--- src/rtl/control_unit_fsm_if.sv ---
// Handshake/control bundle between the multicycle control unit and the PC/memory/datapath top level.
// The master side is the control unit; the slave side is the datapath it steers.
interface control_unit_fsm_if #(
    parameter int CNT_WIDTH = 32
);
    logic                 start;
    logic                 halt_req;
    logic [31:0]          instruction;
    logic                 sub;
    logic                 WE_RF;
    logic                 WE_MEM;
    logic                 RF_din_sel;
    logic                 ULA_din2_sel;
    logic                 load_pc;
    logic                 reset_pc;
    logic                 busy;
    logic                 trap;
    logic [CNT_WIDTH-1:0] retired;
    logic [2:0]           state;

    modport master (
        input  start, halt_req, instruction,
        output sub, WE_RF, WE_MEM, RF_din_sel, ULA_din2_sel, load_pc, reset_pc,
               busy, trap, retired, state
    );

    modport slave (
        output start, halt_req, instruction,
        input  sub, WE_RF, WE_MEM, RF_din_sel, ULA_din2_sel, load_pc, reset_pc,
               busy, trap, retired, state
    );
endinterface

--- src/rtl/control_unit_fsm.sv ---
// Multicycle FETCH/DECODE/EXEC/MEM/WB sequencer for the add/sub/addi/lw/sw subset.
// Outputs are decoded from the state and the instruction class captured in FETCH.
module control_unit_fsm #(
    parameter int CNT_WIDTH = 32
) (
    input  logic                CLK,
    input  logic                RST,
    control_unit_fsm_if.master  bus
);

    typedef enum logic [2:0] {
        IDLE   = 3'd0,
        FETCH  = 3'd1,
        DECODE = 3'd2,
        EXEC   = 3'd3,
        MEM    = 3'd4,
        WB     = 3'd5,
        TRAP   = 3'd6,
        SPARE  = 3'd7
    } state_t;

    localparam logic [6:0] OPC_R    = 7'b0110011;
    localparam logic [6:0] OPC_ADDI = 7'b0010011;
    localparam logic [6:0] OPC_LW   = 7'b0000011;
    localparam logic [6:0] OPC_SW   = 7'b0100011;
    localparam logic [CNT_WIDTH-1:0] CNT_ONE = {{(CNT_WIDTH-1){1'b0}}, 1'b1};

    state_t               state_q;
    state_t               state_d;
    logic [CNT_WIDTH-1:0] retired_q;

    // Instruction class register; funct7 is kept as bit 5 plus an "all other bits zero" flag
    logic [6:0]           cls_opcode;
    logic [2:0]           cls_funct3;
    logic                 cls_f7b5;
    logic                 cls_f7_rest_zero;

    logic                 is_r;
    logic                 is_addi;
    logic                 is_lw;
    logic                 is_sw;
    logic                 legal;
    logic                 retire;
    logic                 alu_en;

    always_ff @(posedge CLK or posedge RST) begin
        if (RST) begin
            state_q <= IDLE;
        end else begin
            state_q <= state_d;
        end
    end

    always_ff @(posedge CLK or posedge RST) begin
        if (RST) begin
            cls_opcode       <= '0;
            cls_funct3       <= '0;
            cls_f7b5         <= 1'b0;
            cls_f7_rest_zero <= 1'b0;
        end else if (state_q == FETCH) begin
            cls_opcode       <= bus.instruction[6:0];
            cls_funct3       <= bus.instruction[14:12];
            cls_f7b5         <= bus.instruction[30];
            cls_f7_rest_zero <= (bus.instruction[31] == 1'b0) && (bus.instruction[29:25] == 5'd0);
        end
    end

    always_ff @(posedge CLK or posedge RST) begin
        if (RST) begin
            retired_q <= '0;
        end else if (retire) begin
            retired_q <= retired_q + CNT_ONE;
        end
    end

    always_comb begin
        is_r    = (cls_opcode == OPC_R) && (cls_funct3 == 3'b000) && cls_f7_rest_zero;
        is_addi = (cls_opcode == OPC_ADDI) && (cls_funct3 == 3'b000);
        is_lw   = (cls_opcode == OPC_LW) && (cls_funct3 == 3'b010);
        is_sw   = (cls_opcode == OPC_SW) && (cls_funct3 == 3'b010);
        legal   = is_r || is_addi || is_lw || is_sw;
    end

    always_comb begin
        state_d         = state_q;
        retire          = 1'b0;
        alu_en          = 1'b0;
        bus.WE_RF       = 1'b0;
        bus.WE_MEM      = 1'b0;
        bus.RF_din_sel  = 1'b0;
        case (state_q)
            IDLE: begin
                if (bus.start) state_d = FETCH;
            end
            FETCH: begin
                state_d = DECODE;
            end
            DECODE: begin
                state_d = legal ? EXEC : TRAP;
            end
            EXEC: begin
                alu_en  = 1'b1;
                state_d = (is_lw || is_sw) ? MEM : WB;
            end
            MEM: begin
                alu_en = 1'b1;
                if (is_sw) begin
                    bus.WE_MEM = 1'b1;
                    retire     = 1'b1;
                end else begin
                    state_d = WB;
                end
            end
            WB: begin
                alu_en         = 1'b1;
                bus.WE_RF      = 1'b1;
                bus.RF_din_sel = is_lw;
                retire         = 1'b1;
            end
            TRAP: begin
                state_d = TRAP;
            end
            default: begin
                state_d = IDLE;
            end
        endcase
        // halt_req only matters in the retire cycle
        if (retire) state_d = bus.halt_req ? IDLE : FETCH;
    end

    always_comb begin
        bus.sub          = alu_en && is_r && cls_f7b5;
        bus.ULA_din2_sel = alu_en && (is_addi || is_lw || is_sw);
        bus.load_pc      = retire;
        // Gated by RST so the PC clear cannot leak out while reset is held with start high
        bus.reset_pc     = (state_q == IDLE) && bus.start && !RST;
        bus.busy         = (state_q == FETCH) || (state_q == DECODE) || (state_q == EXEC) ||
                           (state_q == MEM) || (state_q == WB);
        bus.trap         = (state_q == TRAP);
        bus.retired      = retired_q;
        bus.state        = state_q;
    end

endmodule

--- src/flat_wrapper.sv ---
// flat-port wrapper written by rule: the top's interface ports become plain ports
module control_unit_fsm_flat 
#(
    parameter int CNT_WIDTH = 32
)
  (CLK, RST, bus_start, bus_halt_req, bus_instruction, bus_sub, bus_WE_RF, bus_WE_MEM, bus_RF_din_sel, bus_ULA_din2_sel, bus_load_pc, bus_reset_pc, bus_busy, bus_trap, bus_retired, bus_state);
  control_unit_fsm_if #(.CNT_WIDTH(CNT_WIDTH)) bus_i ();
  input  logic CLK;
  input  logic RST;
  input wire logic [$bits(bus_i.start)-1:0] bus_start;
  input wire logic [$bits(bus_i.halt_req)-1:0] bus_halt_req;
  input wire logic [$bits(bus_i.instruction)-1:0] bus_instruction;
  output wire logic [$bits(bus_i.sub)-1:0] bus_sub;
  output wire logic [$bits(bus_i.WE_RF)-1:0] bus_WE_RF;
  output wire logic [$bits(bus_i.WE_MEM)-1:0] bus_WE_MEM;
  output wire logic [$bits(bus_i.RF_din_sel)-1:0] bus_RF_din_sel;
  output wire logic [$bits(bus_i.ULA_din2_sel)-1:0] bus_ULA_din2_sel;
  output wire logic [$bits(bus_i.load_pc)-1:0] bus_load_pc;
  output wire logic [$bits(bus_i.reset_pc)-1:0] bus_reset_pc;
  output wire logic [$bits(bus_i.busy)-1:0] bus_busy;
  output wire logic [$bits(bus_i.trap)-1:0] bus_trap;
  output wire logic [$bits(bus_i.retired)-1:0] bus_retired;
  output wire logic [$bits(bus_i.state)-1:0] bus_state;
  assign bus_i.start = bus_start;
  assign bus_i.halt_req = bus_halt_req;
  assign bus_i.instruction = bus_instruction;
  assign bus_sub = bus_i.sub;
  assign bus_WE_RF = bus_i.WE_RF;
  assign bus_WE_MEM = bus_i.WE_MEM;
  assign bus_RF_din_sel = bus_i.RF_din_sel;
  assign bus_ULA_din2_sel = bus_i.ULA_din2_sel;
  assign bus_load_pc = bus_i.load_pc;
  assign bus_reset_pc = bus_i.reset_pc;
  assign bus_busy = bus_i.busy;
  assign bus_trap = bus_i.trap;
  assign bus_retired = bus_i.retired;
  assign bus_state = bus_i.state;
  control_unit_fsm #(.CNT_WIDTH(CNT_WIDTH)) u_core (.CLK(CLK), .RST(RST), .bus(bus_i));
endmodule
--- config.mk ---
export PLATFORM = sky130hd
export DESIGN_NAME = control_unit_fsm_flat
export DESIGN_NICKNAME = d
export VERILOG_FILES = /design/src/rtl/control_unit_fsm_if.sv /design/src/rtl/control_unit_fsm.sv /design/src/flat_wrapper.sv
export SDC_FILE = /design/constraint.sdc
export NUM_CORES = 1
export LEC_CHECK = 0
export ABC_AREA = 1
export CORE_MARGIN = 10
export CORE_UTILIZATION = 43
export DETAILED_ROUTE_END_ITERATION = 16
export PLACE_DENSITY = 0.76
export SETUP_SLACK_MARGIN = 0.1
export SLEW_MARGIN = 20
export SYNTH_ARGS = -nofsm -noshare
export SYNTH_HDL_FRONTEND = slang
export SYNTH_SLANG_ARGS = --single-unit
--- constraint.sdc ---
create_clock -name CLK -period 1.7 [get_ports CLK]
set_input_delay 0.255 -clock CLK [delete_from_list [all_inputs] [get_ports CLK]]
set_output_delay 0.255 -clock CLK [all_outputs]
set_load 0.01 [all_outputs]
# [Word level (Yosys, flattened, before mapping)]
# Cells that the tools add are included.
[classes] n_reduce_logical=27 n_bitwise=1 n_addsub=1 n_eq_ne=14 mux=13
[ops] cell="adder 32 x 1 -> 32 bit (second input constant)" n=1
[ops] cell="case mux 3 bit (7 select lines)" n=1
[ops] cell="equality test 7 x 6 -> 1 bit (second input constant)" n=2
[ops] cell="2-to-1 mux 3 bit" n=4
[ops] cell="logical AND 1 bit" n=11
[ops] cell="logical OR 1 bit" n=10
[ops] cell="equality test 3 x 2 -> 1 bit (second input constant)" n=3
[ops] cell="equality test 3 bit (second input constant)" n=3
[ops] cell="equality test 7 x 2 -> 1 bit (second input constant)" n=1
[ops] cell="equality test 7 x 5 -> 1 bit (second input constant)" n=1
[ops] cell="2-to-1 mux 1 bit" n=7
[ops] cell="logical NOT 3 bit" n=2
[ops] cell="!= test 3 bit (second input constant)" n=2
[ops] cell="logical NOT 5 bit" n=1
[ops] cell="equality test 3 x 1 -> 1 bit (second input constant)" n=1
[ops] cell="AND reduction 3 bit" n=1
[ops] cell="OR reduction 3 bit" n=1
[ops] cell="!= test 2 bit (second input constant)" n=1
[ops] cell="case mux 1 bit (2 select lines)" n=1
[ops] cell="logical NOT 1 bit" n=1
[ops] cell="NOT 1 bit" n=1
[word_totals] elab_cells=62 ff_bits=47 inputBits=36 output_inout_bits=44

# [Depth between registers and ports, before layout]
[logic_depth] word_depth=9 depth_mapped=11 ltp_nobuf=11

# [Worst setup path before layout]
# Ideal clock, no wire load.
[synth_timing] path_type="input-to-output" startpoint="in RST" endpoint="out bus_reset_pc" required_time_ns=1.445 arrival_ns=1.571 cell_stages=3 n_path_buf=0 path_slack_ns=-0.126 path_cell_list="inv_1 nand2_1 nor2_1"
[synth_via] elab_chain_cells=2
[synth_rtl] element="start: declaration" line="flat_wrapper.sv:9" text="input logic RST;"
[synth_rtl] element="logical NOT 1 bit (no source line)"
[synth_rtl] element="logical AND 1 bit" line="control_unit_fsm.sv:136" text="bus.reset_pc = (state_q == IDLE) && bus.start && !RST;"
[synth_rtl] element="end: declaration" line="flat_wrapper.sv:19" text="output wire logic [$bits(bus_i.reset_pc)-1:0] bus_reset_pc;"
# Every way passes these cells.

# [Worst setup path in the final report]
[layout_timing] startpoint="reg u_core.state_q[1], in the netlist u_core.bus.state[1]" endpoint="out bus_sub"
[layout_via] elab_chain_cells=5 elab_cells_between_ends=7 cone_classes="3 x eq/ne; 1 x mux; 3 x reduce/logical"
[layout_rtl] element="start: declaration" line="control_unit_fsm.sv:28" text="state_t state_q;"
[layout_rtl] element="start signal: assignment" line="control_unit_fsm.sv:50" text="state_q <= state_d;"
[layout_rtl] element="equality test 3 bit / equality test 3 x 2 -> 1 bit (equally long branches)" line="control_unit_fsm.sv:91" text="case (state_q)"
[layout_rtl] element="OR reduction 3 bit (no source line) (*)"
[layout_rtl] element="2-to-1 mux 1 bit (*)" line="control_unit_fsm.sv:91"
[layout_rtl] element="logical AND 1 bit (*) (2 in a row)" line="control_unit_fsm.sv:132" text="bus.sub = alu_en && is_r && cls_f7b5;"
[layout_rtl] element="end: declaration" line="flat_wrapper.sv:13" text="output wire logic [$bits(bus_i.sub)-1:0] bus_sub;"
# Mark *: on every way between the ends. The rest lies on a longest branch, timed or not.

==> flow_metrics.tcl <==
set metrics [dict create \
    result_of_the_run "finished, violations left" \
    failed_checks "setup timing" \
    drv_slew 0 \
    crit_path_top_delay_cell "sky130_fd_sc_hd__dfrtp_1" \
    seq_area_frac_synth_pct 42.2 \
    dieArea_mm2 0.0101 \
    critical-path-max-stage-delay_ps 410 \
    route.layer.met1.wl_um 3540 \
    reg2regPathDepth 11 \
    fin_skew_ps 7.40 \
    routed-via-count 2835 \
    detailed_place.area_mm2 0.00378 \
    wl_met2_um 4060 \
    min_path_cells 1 \
    synthesis.area_per_instance_um2 7.34 \
    hold_violations 0 \
    wl_met3_um 561 \
    synth_cell_type_count 24 \
    route.detailed.wl_per_inst_um 14.4 \
    cap_violations 0 \
    max-slew-margin-rel_pct 59.5 \
    num-nets-final 532 \
    clkSlewWorstSetupHoldPaths_ps 90 \
    power.total_mw 4.85 \
    syn-num-nets 417 \
    setup.reg_to_reg.worst_slack_ps -30 \
    place_worst_setup_slack_ps -238 \
    grt_first_pass_wirelength_um 13500 \
    cts.sink_count 47 \
    number_of_standard_cells_after_synthesis 380 \
    initial_core_util_pct 44.2 \
    tritoncts_clock_tree "done" \
    antenna_cells 0 \
    timing.critical_path.from "u_core.bus.state[1]$_DFFE_PP0P_" \
    synth-simple-area-share_pct 34.6 \
    root_buffer "sky130_fd_sc_hd__clkbuf_8" \
    worstHoldPathType "flip-flop to flip-flop" \
    synth_top_family_by_area "simple AND/OR/NAND/NOR gates" \
    criticalPathCategory "flip-flop to output pin" \
    clk_path_buf_depth 2 \
    detail_route.iter0.violations 130 \
    core_region_area_mm2 0.00631 \
    min-delay-start "u_core.cls_opcode[1]$_DFFE_PP0P_" \
    timing.critical_path.cells "buf_6 -> nor3_4 -> inv_2 -> nand2_2 -> nor2_2 -> nor2_1 -> buf_2" \
    compound_gate_portion_of_the_synthesized_area_pct 4.26 \
    first_global_vias 2818 \
    post_synthesis_instance_area_mm2 0.00279 \
    timing.critical_path.from_type "flip-flop" \
    fin_util_pct 66.1 \
    synth_warnings 0 \
    grt_antenna_before_repair 0 \
    end_kind "output pin" \
    worst_slew_pin_slew_ps 607 \
    grt_setup_unrepaired "yes" \
    fp.dieW_um 101 \
    detail_route.wirelength_um 8260 \
    timing.final.setup_violations 20 \
    top_layer_used "met4" \
    synth_xor_area_share_pct 7.54 \
    ant_nets 0 \
    cts_made_buffers 5 \
    yosys_register_bits 47 \
    top_level_ports 80 \
    max_freq_mhz 564 \
    regToRegEndpoint "u_core.bus.retired[27]$_DFFE_PP0P_" \
    globalRouteOverflowTotal 0 \
    crit_path_max_fanout 3 \
    power_per_cell_area_mw_per_mm2 1160 \
    clk_latency_ps 300 \
    row_count 29 \
    cts_hold_repair.buffers 0 \
    first_drt_pass_iteration_count 4 \
    leakagePower_nw 1.97 \
    gp_routability_congestion 0.902 \
    postLayoutSetupSlackWorst_ps -72.6 \
    place_hpwl_um 6180 \
    min_period_ps 1770 \
    worst-endpoint-arrival_ps 1520 \
    area_delta_synth_final_pct 49.6 \
    avgViaCountPerCell 4.95 \
    maximum_number_of_pins_on_one_net_before_global_route_repair 48 \
    yosys.area_share.adder_pct 0.449 \
    final_min_period_over_clock_period_pct 104 \
    layout-drive-gt1-share_pct 24.6 \
    crit-reg2reg-launch "u_core.cls_opcode[3]$_DFFE_PP0P_" \
    finalInstanceArea_mm2 0.00417 \
    io_buf_count 64 \
    min_to "u_core.cls_opcode[1]$_DFFE_PP0P_" \
    muxShareOfSynthArea_pct 3.23 \
    die_y_um 101 \
    irDropWorstVdd_v 0.00101 \
    clock_tree.htree_level_count 2 \
    worst-endpoint-required_ps 1440 \
    drc_errors 0 \
    grt_usage_pct 16.2 \
]
[cell usage after synthesis (all sizes together)]
library cell / number / share of area (%)
nand2: 121 / 16
nor2: 50 / 6.7
dfrtp: 47 / 42
inv: 45 / 6.1
nor3: 25 / 5.3
xor2: 20 / 6.3
nand3: 18 / 3.4
o21ai: 12 / 2.3
a21oi: 8 / 1.4
mux2: 8 / 3.2
buf: 6 / 1.5
nand3b: 5 / 1.3
nand4: 4 / 0.90
xnor2: 4 / 1.3
nor4: 3 / 0.67
a21boi: 2 / 0.54
clkbuf: 1 / 0.13
ha: 1 / 0.45
[repair_timing]
| item | CTS | global route |
|---|---|---|
| buffers inserted | 8 | 7 |
| gates resized for setup | 79 | 30 |
| pin swaps | 7 | 12 |
| gates cloned | 0 | 0 |
| hold endpoints to repair | 0 | 0 |
| endpoints found under the setup margin | 50 | 51 |
[registers in the layout (all words and copies together), names as in the netlist]
| name | flops |
|---|---|
| u_core.bus.retired | 32 |
| u_core.bus.state | 3 |
| u_core.cls_f7_rest_zero | 1 |
| u_core.cls_f7b5 | 1 |
| u_core.cls_funct3 | 3 |
| u_core.cls_opcode | 7 |
[through the flow]
stage	hold WS, ps	instances	TNS [ps]
detailed placement	487	550	-3100
global route	519	573	-3060
floorplan	282	380	0
global placement	486	550	-888
finish	512	573	-490
CTS	509	566	-801
[kinds of logic after synthesis]
group                    count (synthesis)
multiplexers                             8
adder cells (fa/ha/maj)                  1
flip-flops                              47
XOR/XNOR                                24
buffers and inverters                   52
AND/OR/NAND/NOR                        226
AO/OA/AOI/OAI                           22
[cell type report]
cell class | count | area (um^2)
well taps | 77 | 96.3
multi-input cells | 281 | 1520
flip-flops and latches | 47 | 1190
inverters | 45 | 178
repair buffers | 115 | 1060
clock inverters | 2 | 60.1
fillers | 536 | 2140
clock buffers | 6 | 72.6
[layout by cell type (no fill, tap or decap), drive strengths merged]
| master | instances |
|---|---|
| o21ai | 12 |
| a21oi | 8 |
| clkdlybuf4s50 | 44 |
| mux2 | 8 |
| nand2 | 121 |
| nor2 | 50 |
| dfrtp | 47 |
| nor4 | 3 |
| xor2 | 20 |
| clkbuf | 6 |
| dlygate4sd2 | 4 |
| nand3 | 18 |
| nand3b | 5 |
| inv | 44 |
| dlymetal6s2s | 6 |
| nand4 | 4 |
| a21boi | 2 |
| ha | 1 |
| nor3 | 25 |
| clkinvlp | 1 |
| bufinv | 2 |
| xnor2 | 4 |
| buf | 61 |
[worst max-delay path by stage]
stage          cells past startpoint  slack (ps)                                  to
6_report                           7         -70                             bus_sub
5_1_grt                            7        -150                    bus_ULA_din2_sel
4_1_cts                            6         -70                         bus_load_pc
3_5_place_dp                       6        -240                         bus_load_pc
3_3_place_gp                       6        -150                         bus_load_pc
2_1_floorplan                      7         150  u_core.bus.retired[24]$_DFFE_PP0P_
[routing by layer]
| layer | global-route usage (%) | vias up |
|---|---|---|
| met5 | 0 | - |
| met1 | 20.0 | 1310 |
| met4 | 4.46 | 0 |
| li1 | - | 1426 |
| met3 | 4.46 | 10 |
| met2 | 27.1 | 89 |
[worst max-delay path, delay by kind of cell, from the launching register on]
kind / cells / cell delay, ps
simple gates: 4 / 440
flops: 1 / 410
buf+inv: 3 / 380
[power by group]
| part | internal, mW | switching [mW] |
|---|---|---|
| Sequential | 1.35 | 0.196 |
| Combinational | 1.21 | 1.13 |
| Clock | 0.588 | 0.381 |
Note: power is estimated with default switching activity, not from simulation.
==> RTL edit 1: new RTL, config.mk and constraints unchanged <==
`CNT_WIDTH` is set to 32 in 3 places; all go to 48.
--- a/src/rtl/control_unit_fsm_if.sv
+++ b/src/rtl/control_unit_fsm_if.sv
@@ -1,7 +1,7 @@
 // Handshake/control bundle between the multicycle control unit and the PC/memory/datapath top level.
 // The master side is the control unit; the slave side is the datapath it steers.
 interface control_unit_fsm_if #(
-    parameter int CNT_WIDTH = 32
+    parameter int CNT_WIDTH = 48
 );
     logic                 start;
     logic                 halt_req;
--- a/src/rtl/control_unit_fsm.sv
+++ b/src/rtl/control_unit_fsm.sv
@@ -1,7 +1,7 @@
 // Multicycle FETCH/DECODE/EXEC/MEM/WB sequencer for the add/sub/addi/lw/sw subset.
 // Outputs are decoded from the state and the instruction class captured in FETCH.
 module control_unit_fsm #(
-    parameter int CNT_WIDTH = 32
+    parameter int CNT_WIDTH = 48
 ) (
     input  logic                CLK,
     input  logic                RST,
--- a/src/flat_wrapper.sv
+++ b/src/flat_wrapper.sv
@@ -1,7 +1,7 @@
 // flat-port wrapper written by rule: the top's interface ports become plain ports
 module control_unit_fsm_flat 
 #(
-    parameter int CNT_WIDTH = 32
+    parameter int CNT_WIDTH = 48
 )
   (CLK, RST, bus_start, bus_halt_req, bus_instruction, bus_sub, bus_WE_RF, bus_WE_MEM, bus_RF_din_sel, bus_ULA_din2_sel, bus_load_pc, bus_reset_pc, bus_busy, bus_trap, bus_retired, bus_state);
   control_unit_fsm_if #(.CNT_WIDTH(CNT_WIDTH)) bus_i ();
Interface: changed (resized bus_retired); port bits go from 80 to 96. No check against the original RTL was run, so the function may have changed too.
==> RTL edit 1 against the original RTL <==
The run still ends with negative setup slack left. Final area up 54%. Sequential cell count is 16 higher. Die area increased by 34%. Synthesized area up 44%. Sequential share of layout area decreased by 3.5 points. Critical path depth down 1. Wire length rose by 81%. Power increased by 39%. Worst setup slack worse by 0.041 ns. Fmax decreased by 2.3%.
==> RTL edit 1: results (changes against the original RTL) <==
comb pwr=0.00325 W (+39%); crit path DAT=1.56 ns (+0.04 ns); first-pass GRT wire length=22300 µm (+65%); final setup TNS=-0.472 ns (+0.0180 ns); share of layout cells above drive strength 1=30.5% (+5.9 points); initial antenna violation count=0 (unchanged); # setup viols final=13 (-35%); # fillers=712 (+33%); root buffer cell=clkbuf_8; Net Count, Synth=636 (+53%); CP Max Fanout=3 (unchanged); # H-tree levels=3 (+1); Synthesis Warnings=0 (unchanged); Most used DFF post-synth=dfrtp_1; Max VDD drop=0.000486 V (-52%); Setup Skew=0.0121 ns (+0.00470 ns); outcome=finished, violations left; PortBufs=80 (+25%); top post-synthesis cells by count=248 x nand2_1, 105 x nor2_1, 63 x dfrtp_1; vias post-DR=4608 (+63%); pin count of the biggest net entering global routing=28 (-42%); Clk power=0.00157 W (+62%); Rel. slew slack=72.8% (+13 points); R2R Setup Slk=-0.02 ns; PD cells=1050 nW/µm² (-9.4%); reg-to-reg endpoint=u_core.bus.retired[41]$_DFFE_PP0P_; vias in the first global route=4327 (+54%); internal power=0.00435 W (+39%); antenna cells=0 (unchanged); Min Hold Slack=0.336 ns (-0.176 ns); routed len/inst=16.7 µm (+16%); worst-case clock buffer depth=2 (unchanged); worst r2r path cells=11 (unchanged); Async SR Flop Fraction=100% (unchanged); Num CTS Buffers=9 (+4); max FFs per register=48 (+50%); total track usage=21.0% (+4.8 points); later-pin clock latency in the skew report=0.36 ns (+0.06 ns); LEAKAGE=3.13 nW (+59%); worst reg2reg startpoint=u_core.cls_opcode[6]$_DFFE_PP0P_; Pre-antenna DRT Iters=5 (+1); Reg clk slew, reported paths=0.08 ns; post-DP HPWL=10300 µm (+66%); post-synth cell types=28 (+17%); Seq/Total Area, Yosys=39.3% (-2.9 points); Layout Nets=815 (+53%); initial DRC count=316 (+140%); GP Congestion=0.919 (+1.9%); placed inst area=5240 µm² (+39%); Worst Slack Setup Final=-0.114 ns (-0.0409 ns); failing checks=negative setup slack; Hold/Removal Path Class=in2async; top cells by area, synth=dfrtp_1 39%, nand2_1 23%, nor2_1 9.8%, xnor2_1 4.4%, inv_1 3.8%
-- RTL edit 1: cell types whose count changed after synthesis, moves of 11 or more --
cell and delta:
dfrtp_1 +16, nand2_1 +127, nand2_2 +11, nand4_1 +16, nor2_1 +55, nor3_1 -18, xnor2_1 +16, xor2_1 -16
-- RTL edit 1: metal layers --
metal  GRT usage (%)  vias to the layer above  share of wire (%)
li1                -                     2243                  -
met1            26.9                     2158                 42
met2            34.3                      176                 48
met3            4.16                       31                6.6
met4            7.50                        0                2.5
met5               0                        -                  0
-- RTL edit 1: cell type report --
| cell class | instances | area share (%) |
|---|---|---|
| inverter | 45 | 2.85 |
| clock buffer | 10 | 2.15 |
| tap | 111 | 2.17 |
| clock inverter | 6 | 1.44 |
| sequential | 63 | 25.0 |
| timing repair buffer | 179 | 28.0 |
| multi-input combinational | 480 | 38.5 |
-- RTL edit 1: repair_timing --
| item | CTS | global route |
|---|---|---|
| resized for setup | 134 | 78 |
| pin swaps | 13 | 19 |
| setup buffers | 35 | 11 |
| endpoints found under the hold margin | 0 | 0 |
| gates cloned | 4 | 4 |
| endpoints found under the setup margin | 100 | 71 |
-- RTL edit 1: kinds of logic after synthesis --
family / after synthesis / synth area share [%]
adders and majority gates: 1 / 0.312
buffers and inverters: 56 / 6.06
xor gates and xnor gates: 24 / 5.25
AOI/OAI and AO/OA: 19 / 2.44
DFF: 63 / 39.3
and+or+nand+nor: 431 / 45.2
muxes: 5 / 1.40
-- RTL edit 1: worst max-delay path, cell delays in order (launching register included) --
cell and delay (ns):
dfrtp_1 0.40, nor2_1 0.11, nand2_1 0.09, nor2_4 0.17, nand3b_1 0.13, nor3b_2 0.17
buf_2 0.15
-- RTL edit 1: how the worst max path moves through the flow --
stage                     slack (ns)                              from       to
after detailed placement       -0.26   u_core.bus.state[2]$_DFFE_PP0P_  bus_sub
after CTS                      -0.11  u_core.cls_opcode[3]$_DFFE_PP0P_  bus_sub
after global placement         -0.18   u_core.bus.state[2]$_DFFE_PP0P_  bus_sub
final                          -0.11  u_core.cls_opcode[2]$_DFFE_PP0P_  bus_sub
after floorplan                 0.12   u_core.bus.state[2]$_DFFE_PP0P_  bus_sub
after global routing           -0.23  u_core.cls_opcode[6]$_DFFE_PP0P_  bus_sub
-- RTL edit 1: through the flow --
step	utilization, %	cells	setup slack (ns)
6_report	70.0	894	-0.114
5_1_grt	70.0	894	-0.225
4_1_cts	65.3	879	-0.114
3_5_place_dp	57.3	824	-0.256
3_3_place_gp	57.3	824	-0.185
2_1_floorplan	-	599	0.124
==> RTL edit 2: new RTL, same settings <==
Made on the original files. Reset style: synchronous (`RST`), changed in 3 clocked blocks.
--- a/src/rtl/control_unit_fsm.sv
+++ b/src/rtl/control_unit_fsm.sv
@@ -43,7 +43,7 @@
     logic                 retire;
     logic                 alu_en;
 
-    always_ff @(posedge CLK or posedge RST) begin
+    always_ff @(posedge CLK) begin
         if (RST) begin
             state_q <= IDLE;
         end else begin
@@ -51,7 +51,7 @@
         end
     end
 
-    always_ff @(posedge CLK or posedge RST) begin
+    always_ff @(posedge CLK) begin
         if (RST) begin
             cls_opcode       <= '0;
             cls_funct3       <= '0;
@@ -65,7 +65,7 @@
         end
     end
 
-    always_ff @(posedge CLK or posedge RST) begin
+    always_ff @(posedge CLK) begin
         if (RST) begin
             retired_q <= '0;
         end else if (retire) begin
Function: differs if RST is asserted again (counterexample within 4 cycles, from zero or initial values and one cycle with RST high); with RST held inactive, the same outputs for 10 cycles.
==> RTL edit 2 against the original RTL <==
The run still ends with negative setup slack left. Highest routed layer unchanged. Final area up 5.3%. Sequential cell count unchanged. Synthesized area is 0.45% higher. Worst setup slack better by 0.0050 ns. Sequential share of layout area down 6.1 points. Synthesized cell count rose by 23%. Die area up 0.36%. Non-clock buffer count decreased by 7. Wire length is 32% higher. Critical path type is now reg2reg.
Power is not compared: it rests on default switching activity, and its combinational part moved more than twofold at a synthesized area within 25%.
==> RTL edit 2: results (changes against the original RTL) <==
Async SR Flop Fraction=0% (-100 points); hold buffer count at cts=0 (unchanged); # setup viols final=7 (-65%); WHS Endpoint=u_core.cls_opcode[4]$_SDFFE_PP0P_; Synthesis Warnings=0 (unchanged); post-CTS setup buffers=7 (-1); Pre-antenna DRT Iters=11 (+7); routed len/inst=16.7 µm (+16%); met2 GRT Util=29.4% (+2.3 points); Setup Skew=0.0131 ns (+0.00569 ns); routed length on met3=1340 µm (+140%); Most used DFF post-synth=dfxtp_1; GP Congestion=0.956 (+5.9%); crit path DAT=2.02 ns (+0.50 ns); mux contribution to synthesized area=0% (-3.2 points); hold path start=u_core.cls_opcode[4]$_SDFFE_PP0P_; first-pass GRT wire length=14800 µm (+9.3%); placed inst area=3650 µm² (-3.3%); hold path depth=2 (+1); failing checks=negative setup slack; worst r2r path cells=9 (-2); Worst Setup End Kind=flip-flop; post-DP HPWL=6350 µm (+2.8%); final hold vios=0 (unchanged); crit-path max cell delay=0.36 ns (-0.05 ns); Seq/Total Area, Yosys=33.6% (-8.6 points); met1 wire length=4020 µm (+14%); CTS resizes=80 (+1.3%); share of layout cells above drive strength 1=31.7% (+7.1 points); met3 usage=5.28% (+0.82 points); reg-to-reg endpoint=u_core.bus.retired[21]$_SDFFE_PP0P_; vias in the first global route=3131 (+11%); post-synth cell types=30 (+25%); Worst Slack Setup Final=-0.0677 ns (+0.00497 ns); top cells by area, synth=dfxtp_1 34%, nand2_1 22%, nor2_1 12%, a21oi_1 6.1%, inv_1 5.9%; Hold/Removal Path Class=reg2reg; CP Max Fanout=7 (+4); Net Count, Synth=504 (+21%); crit path from=u_core.bus.retired[0]$_SDFFE_PP0P_; outcome=finished, violations left; comb pwr=between 0.001 and 0.0015 W; Layout Nets=611 (+15%); CP max stage cell=dfxtp_2; Slew @ Worst Pin=0.452 ns (-0.155 ns); complex-gate fraction of the synthesized area=10.0% (+5.7 points); top post-synthesis cells by count=163 x nand2_1, 90 x nor2_1, 47 x dfxtp_1; initial DRC count=396 (+200%); pin count of the biggest net entering global routing=29 (-40%); drt via density=5.56 (+12%); post-synthesis xor/xnor area fraction=2.82% (-4.7 points); total track usage=17.8% (+1.6 points); met1 Usage GRT=21.4% (+1.4 points)
RTL edit 2: per-stage QoR:
stage	setup slack (ns)	cells	util [%]	TNS (ns)	hold WS, ns
CTS	-0.0146	641	61.3	-0.0146	0.476
global route	-0.189	652	69.2	-1.35	0.507
finish	-0.0677	652	69.2	-0.232	0.478
detailed placement	-0.169	622	57.5	-3.41	0.464
floorplan	0.183	467	-	0	0.418
global placement	-0.109	622	57.5	-2.26	0.456
RTL edit 2: layout make-up:
| type | instances | area [µm²] |
|---|---|---|
| clock inverters | 1 | 5.00 |
| inverters | 46 | 176 |
| multi-input cells | 363 | 1900 |
| repair inverters | 3 | 22.5 |
| well taps | 77 | 96.3 |
| repair buffers | 108 | 1130 |
| flip-flops and latches | 47 | 982 |
| clock buffers | 7 | 76.3 |
| fillers | 497 | 1960 |
RTL edit 2: logic make-up after synthesis:
group           Yosys count
buf+inv                  57
simple gates            299
fa+ha+maj                 1
xor+xnor                  9
flops                    47
compound gates           54
